--- src/rtl/s16x4_bus_arbiter.sv ---
// Two-master Wishbone arbiter for the S16X4A memory port.
// Master 0 is the CPU, master 1 is DMA or video fetch. Masters take turns
// (round-robin) and the choice is made again after every transfer. A watchdog
// ends a stalled slave cycle with ack + abort, so the CPU discards the result
// instead of waiting forever.
module s16x4_bus_arbiter #(
  parameter int unsigned TIMEOUT   = 15,
  parameter int unsigned TIMEOUT_W = 4
) (
  input  logic        clk_i,
  input  logic        reset,

  input  logic [14:0] m0_adr_i,
  input  logic        m0_we_i,
  input  logic        m0_cyc_i,
  input  logic [1:0]  m0_sel_i,
  input  logic [15:0] m0_dat_i,
  output logic [15:0] m0_dat_o,
  output logic        m0_ack_o,
  output logic        m0_abort_o,

  input  logic [14:0] m1_adr_i,
  input  logic        m1_we_i,
  input  logic        m1_cyc_i,
  input  logic [1:0]  m1_sel_i,
  input  logic [15:0] m1_dat_i,
  output logic [15:0] m1_dat_o,
  output logic        m1_ack_o,
  output logic        m1_abort_o,

  output logic [14:0] s_adr_o,
  output logic        s_we_o,
  output logic        s_cyc_o,
  output logic        s_stb_o,
  output logic [1:0]  s_sel_o,
  output logic [15:0] s_dat_o,
  input  logic        s_ack_i,
  input  logic [15:0] s_dat_i,

  output logic [1:0]  gnt_o
);

  localparam logic [1:0] StIdle = 2'd0;
  localparam logic [1:0] StOwn0 = 2'd1;
  localparam logic [1:0] StOwn1 = 2'd2;

  localparam logic [TIMEOUT_W-1:0] WdogLimit = TIMEOUT_W'(TIMEOUT);

  logic [1:0]           state_q, state_d;
  logic                 last_q, last_d;
  logic [TIMEOUT_W-1:0] wdog_q, wdog_d;

  logic own0, own1;
  logic wdog_expired;
  logic term0, term1;

  assign own0         = (state_q == StOwn0);
  assign own1         = (state_q == StOwn1);
  assign wdog_expired = (wdog_q == WdogLimit);

  // A transfer ends on the slave's ack or when the watchdog runs out.
  assign term0 = own0 & m0_cyc_i & (s_ack_i | wdog_expired);
  assign term1 = own1 & m1_cyc_i & (s_ack_i | wdog_expired);

  assign m0_ack_o   = term0;
  assign m1_ack_o   = term1;
  // A real ack in the same cycle wins over the timeout, so there is no abort.
  assign m0_abort_o = own0 & m0_cyc_i & ~s_ack_i & wdog_expired;
  assign m1_abort_o = own1 & m1_cyc_i & ~s_ack_i & wdog_expired;

  assign m0_dat_o = s_dat_i;
  assign m1_dat_o = s_dat_i;
  assign gnt_o    = {own1, own0};
  assign s_stb_o  = s_cyc_o;

  // Slave-side mux: pass the owner's request through; drive zeros when idle.
  always_comb begin
    s_adr_o = '0;
    s_we_o  = 1'b0;
    s_cyc_o = 1'b0;
    s_sel_o = '0;
    s_dat_o = '0;
    case (state_q)
      StOwn0: begin
        s_adr_o = m0_adr_i;
        s_we_o  = m0_we_i;
        s_cyc_o = m0_cyc_i;
        s_sel_o = m0_sel_i;
        s_dat_o = m0_dat_i;
      end
      StOwn1: begin
        s_adr_o = m1_adr_i;
        s_we_o  = m1_we_i;
        s_cyc_o = m1_cyc_i;
        s_sel_o = m1_sel_i;
        s_dat_o = m1_dat_i;
      end
      default: ;
    endcase
  end

  // Grant selection: round-robin on ties, hand over only at termination or cyc drop.
  always_comb begin
    state_d = state_q;
    last_d  = last_q;
    case (state_q)
      StIdle: begin
        if (m0_cyc_i && m1_cyc_i) begin
          state_d = last_q ? StOwn0 : StOwn1;
        end else if (m0_cyc_i) begin
          state_d = StOwn0;
        end else if (m1_cyc_i) begin
          state_d = StOwn1;
        end
      end
      StOwn0: begin
        if (term0) begin
          last_d = 1'b0;
          // Keep the bus if nobody else wants it: back-to-back fetches run without gaps.
          if (m1_cyc_i) state_d = StOwn1;
        end else if (!m0_cyc_i) begin
          state_d = m1_cyc_i ? StOwn1 : StIdle;
        end
      end
      StOwn1: begin
        if (term1) begin
          last_d = 1'b1;
          if (m0_cyc_i) state_d = StOwn0;
        end else if (!m1_cyc_i) begin
          state_d = m0_cyc_i ? StOwn0 : StIdle;
        end
      end
      default: state_d = StIdle;
    endcase
  end

  // Watchdog: count stalled cycles of the current transfer; restart on anything else.
  always_comb begin
    wdog_d = '0;
    if (s_cyc_o && !s_ack_i && !wdog_expired && (state_d == state_q)) begin
      wdog_d = wdog_q + TIMEOUT_W'(1);
    end
  end

  // State registers with synchronous reset; last starts at 1 so master 0 wins the first tie.
  always_ff @(posedge clk_i) begin
    if (reset) begin
      state_q <= StIdle;
      last_q  <= 1'b1;
      wdog_q  <= '0;
    end else begin
      state_q <= state_d;
      last_q  <= last_d;
      wdog_q  <= wdog_d;
    end
  end

endmodule

--- config.mk ---
export PLATFORM = sky130hd
export DESIGN_NAME = s16x4_bus_arbiter
export DESIGN_NICKNAME = d
export VERILOG_FILES = /design/src/rtl/s16x4_bus_arbiter.sv
export SDC_FILE = /design/constraint.sdc
export NUM_CORES = 1
export LEC_CHECK = 0
export CORE_ASPECT_RATIO = 1.5
export CORE_UTILIZATION = 25
export CTS_BUF_LIST = sky130_fd_sc_hd__clkbuf_16
export CTS_CLUSTER_SIZE = 16
export DETAILED_ROUTE_END_ITERATION = 8
export MAX_ROUTING_LAYER = met4
export PLACE_DENSITY = 0.81
export SLEW_MARGIN = 20
export SYNTH_ARGS = -nofsm -noshare
export SYNTH_HDL_FRONTEND = slang
export SYNTH_SLANG_ARGS = --single-unit
--- constraint.sdc ---
create_clock -name clk_i -period 2.5 [get_ports clk_i]
set_input_delay 0.5 -clock clk_i [delete_from_list [all_inputs] [get_ports clk_i]]
set_output_delay 0.5 -clock clk_i [all_outputs]
set_load 0.02 [all_outputs]
# After elaboration in Yosys (flattened, before gate mapping)

Index checks and enable logic that the tools add are counted.

Add/sub/neg operators: 1
Equality and inequality tests: 6
Muxes and demuxes: 20
Bitwise operators: 11
Reduce and logical (&&, ||, !) cells: 10

Operator list:

| cell                                                | number |
|---|---|
| case mux 16 bit (2 select lines)                    | 1 |
| case mux 15 bit (2 select lines)                    | 1 |
| 2-to-1 mux 2 bit                                    | 10 |
| bitwise AND 1 bit                                   | 8 |
| case mux 1 bit (2 select lines)                     | 3 |
| case mux 2 bit (3 select lines)                     | 1 |
| adder 4 x 1 -> 4 bit, second input constant         | 1 |
| equality test 4 bit, second input constant          | 1 |
| logical AND 1 bit                                   | 4 |
| != test 2 bit, second input constant                | 2 |
| case mux 2 bit (2 select lines)                     | 1 |
| 2-to-1 mux 1 bit                                    | 3 |
| AND reduction 3 bit                                 | 1 |
| equality test 2 x 1 -> 1 bit, second input constant | 1 |
| equality test 2 bit                                 | 1 |
| equality test 2 bit, second input constant          | 1 |
| logical NOT 1 bit                                   | 2 |
| logical NOT 2 bit                                   | 1 |
| NOT 1 bit                                           | 2 |
| nonzero test 2 bit                                  | 1 |
| OR reduction 2 bit                                  | 1 |
| OR 1 bit                                            | 1 |

Register bits after elaboration: 7
Bits of input ports: 89
Output and inout bits: 74

# Longest topological paths before layout

Depth in word-level cells: 9
Gate-level depth with buffers: 8
Depth with buffers taken out: 6

# Worst setup path before layout

OpenSTA, ideal clock, no wires.

Path type: register -> output
From: register state_q[0]
To: output port m1_abort_o
Data arrival time: 1.959 ns
Data required time: 2.000 ns
Slack: 0.041 ns
Stages on the path, launching flop included: 8
Cell sequence: dfxtp_1 buf_2 inv_1 ha_1 clkbuf_1 clkbuf_1 nand2_1 nor3_1

Cells in the longest elaborated chain, start to end: 4

Ends and longest elaborated chain:

| element                         | line | RTL |
|---|---|---|
| start, declared                 | 49   | `logic [1:0] state_q, state_d;` |
| start signal, assigned          | 148  | `state_q <= StIdle;` |
| start signal, assigned          | 152  | `state_q <= state_d;` |
| equality test 2 bit             | 58   | `assign own1 = (state_q == StOwn1);` |
| bitwise AND 1 bit (3 in series) | 69   | `assign m1_abort_o = own1 & m1_cyc_i & ~s_ack_i & wdog_expired;` |
| end, declared                   | 29   | `output logic m1_abort_o,` |

Every way passes these cells.

# Final worst setup path

From: register state_q[1]
To: output port s_cyc_o

Cells in the longest elaborated chain, start to end: 2
Elaborated cells on any way between the ends: 3
Classes of those cells: 2 x eq/ne; 1 x mux

Ends and longest elaborated chain:

| element                                                                    | line | RTL |
|---|---|---|
| equality test 2 bit / equality test 2 x 1 -> 1 bit (equally long branches) | 83   | `case (state_q)` |
| case mux 1 bit (2 select lines) (*)                                        | 83   |  |
| end, declared                                                              | 33   | `output logic s_cyc_o,` |

Every way passes the cells marked *; elsewhere a longest branch is shown, timed or not.

==> reports/qor.csv <==
stage;metric;value;unit
worst_setup_path;cpMaxStageDelayCell;dfxtp_1;
worst_setup_path;critPathLaunchType;flip-flop;
timing;fin_skew;0.004303;ns
floorplanning;rows;33;
timing;hold_violations;0;
logic_synthesis;synth-main-ff-cell;dfxtp_1;
timing;period_share;92.60;%
timing;fin_hold_ws;0.6227;ns
worst_setup_path;critPathLaunch;state_q[1]$_SDFF_PP0_;
floorplanning;dieArea;0.006054;mm²
logic_synthesis;yosysUniqueCellTypes;40;
place;hpwl;4225;µm
cts;path_clk_slew;0.04;ns
logic_synthesis;netlist_area;0.001435;mm²
pwr;total_power;1.040;mW
timing;rsz0062_at_grt;false;
cts;cts.sinks;7;
final_layout;area_delta_synth_final;74.46;%
cts;cts_tree;done;
drt;drt_iter0_markers;158;
timing;worst_slew_pin_slew;0.4191;ns
place;port_buffers;114;
pwr;leakage;1.060;nW
worst_setup_path;critPathCaptureType;output pin;
global_route;antenna_found_initial;0;
drt;vias_per_cell;4.919;
drt;drt_wl_total;5193;µm
global_route;grt_pass1_vias;1591;
pwr;p_per_area;415.4;mW/mm²
drt;ant_nets;0;
final_layout;diodes;0;
worst_setup_path;path_cells;inv_1 -> ha_1 -> buf_12 -> a22o_1 -> and2_1 -> dlygate4sd2_1;
pwr;vdd_drop_max;0.1769;mV
final_layout;layout_commonest_cell;clkdlybuf4s50_1;
cts;cts_root_buf;clkbuf_16;
drt;met3RoutedLength;320;µm
worst_setup_path;worst-path-buf-inv;3;
min_path;hp-start;wdog_q[0]$_SDFF_PP0_;
drt;remaining_drc_errors;0;
worst_setup_path;criticalPathCategory;reg -> out;
drt;via_count;1697;
global_route;grt_overflow_total;0;
floorplanning;die_x;63.86;µm
worst_setup_path;path_delay_family;buffers and inverters;
floorplanning;die_h;94.80;µm
logic_synthesis;synth-edff-count;0;
place;place_congestion;0.8838;
logic_synthesis;ys_warn_count;0;
logic_synthesis;avgSynthCellArea;7.322;µm²
cts;worstSkewPairLatency;0.24;ns
final_layout;final_cell_mix;clkdlybuf4s50_1 (74), dlygate4sd2_1 (38), a22oi_1 (35);
global_route;grt_start_max_net_pins;25;
timing;max_freq;432.0;MHz
worst_setup_path;crit_fanout;23;
floorplanning;core;0.005492;mm²
drt;wl_met1;1974;µm
timing;max_slew_margin;71.99;%
floorplanning;initial_core_util;26.13;%
global_route;grt_pass1_wl;7845;µm
logic_synthesis;syn_nets;290;
status;status;finished, final reports clean;
logic_synthesis;synthCells;196;
min_path;hold_class;reg -> reg;
logic_synthesis;synthArstFlopShare;0;%
timing;slew_viol_final;0;
cts;htreeDepth;1;
timing;setup_viol;0;
timing;fin_ws;0.1850;ns
logic_synthesis;ys_seq_elements;7;
drt;highest_layer;met4;
global_route;track_usage;17.12;%
drt;met2_length;2766;µm
logic_synthesis;yosysSeqAreaShare;9.765;%
cts;ctsResizeCount;41;
final_layout;drive_above_1_share;7.273;%
drt;routedWlPerCell;15.05;µm
drt;firstDrtPassIters;4;
place;dp_slack;0.0004299;ns
run;cap_violations;0;
final_layout;final_nets;370;
worst_setup_path;critical_path_required;2.00;ns
cts;cts_setup_buffers;0;
floorplanning;ios;163;
cts;ctsLongestPathBuffers;2;
timing;fin_crit;2.315;ns
cts;cts_buffers;3;
worst_setup_path;reg2reg_from;state_q[0]$_SDFF_PP0_;
worst_setup_path;crit_path_max_incr_delay;0.38;ns
worst_setup_path;arrival;1.81;ns
cts;holdBufCountCts;0;
worst paths after layout:
path,cells after the start,to,slack [ns]
worst max-delay path,6,s_cyc_o,0.19
worst min-delay path,2,wdog_q[0]$_SDFF_PP0_,0.62
worst max register to register,7,wdog_q[3]$_SDFF_PP0_,0.59
worst min register to register,2,wdog_q[0]$_SDFF_PP0_,0.62
routing by layer:
layer	global-route usage, %	vias to the layer above
met3	1.208	19
met2	29.43	78
met1	20.66	774
met5	-	-
li1	-	826
met4	6.439	0
worst register-to-register path: stages, from the launching register on:
cell and delay (ns):
dfxtp_1 0.32, inv_1 0.15, ha_2 0.25, buf_6 0.20, inv_1 0.11, a2111o_1 0.39
o311ai_4 0.15, mux2i_1 0.26
where the power goes:
part	internal, mW	switching (mW)
registers	0.119	0.00741
clock network	0.210	0.0679
logic	0.338	0.297
cell usage after synthesis (all sizes together) (3+ instances only):
cell,number,area share (%)
a21oi,5,1.7
a22oi,35,18
buf,38,20
clkbuf,12,3.2
dfxtp,7,9.8
ha,5,4.4
inv,5,1.3
mux2i,4,2.8
nand2,3,0.78
nand3,7,2.4
nand4,4,1.7
nor2,9,2.4
nor2b,34,15
registers in the layout (all words and copies together), names as in the netlist:
register,cells
state_q,2
last_q,1
wdog_q,4
through the flow:
step                      area [µm²]  util [%]  cells   TNS, ns
after detailed placement        2454     44.68    341         0
after floorplan                 1435         -    196         0
after global placement          2454     44.68    341         0
after CTS                       2496     45.45    345  -0.02244
final                           2504     45.59    345         0
after global routing            2504     45.59    345         0
cell type report:
| cell class | instances | area, µm² |
|---|---|---|
| clock buffer | 3 | 75.07 |
| tap | 70 | 87.58 |
| sequential | 7 | 140.1 |
| clock inverter | 1 | 5.005 |
| inverter | 5 | 18.77 |
| fill | 540 | 2988 |
| multi-input combinational | 134 | 950.9 |
| timing repair buffer | 125 | 1226 |
kinds of logic after synthesis:
group,after synthesis,synth area share [%]
buffers and inverters,55,24.32
AO/OA/AOI/OAI,55,30.08
adder cells (fa/ha/maj),5,4.359
multiplexers,4,2.790
XOR/XNOR,2,1.221
AND/OR/NAND/NOR,68,27.46
flip-flops,7,9.764
(Power assumes the default switching activity.)
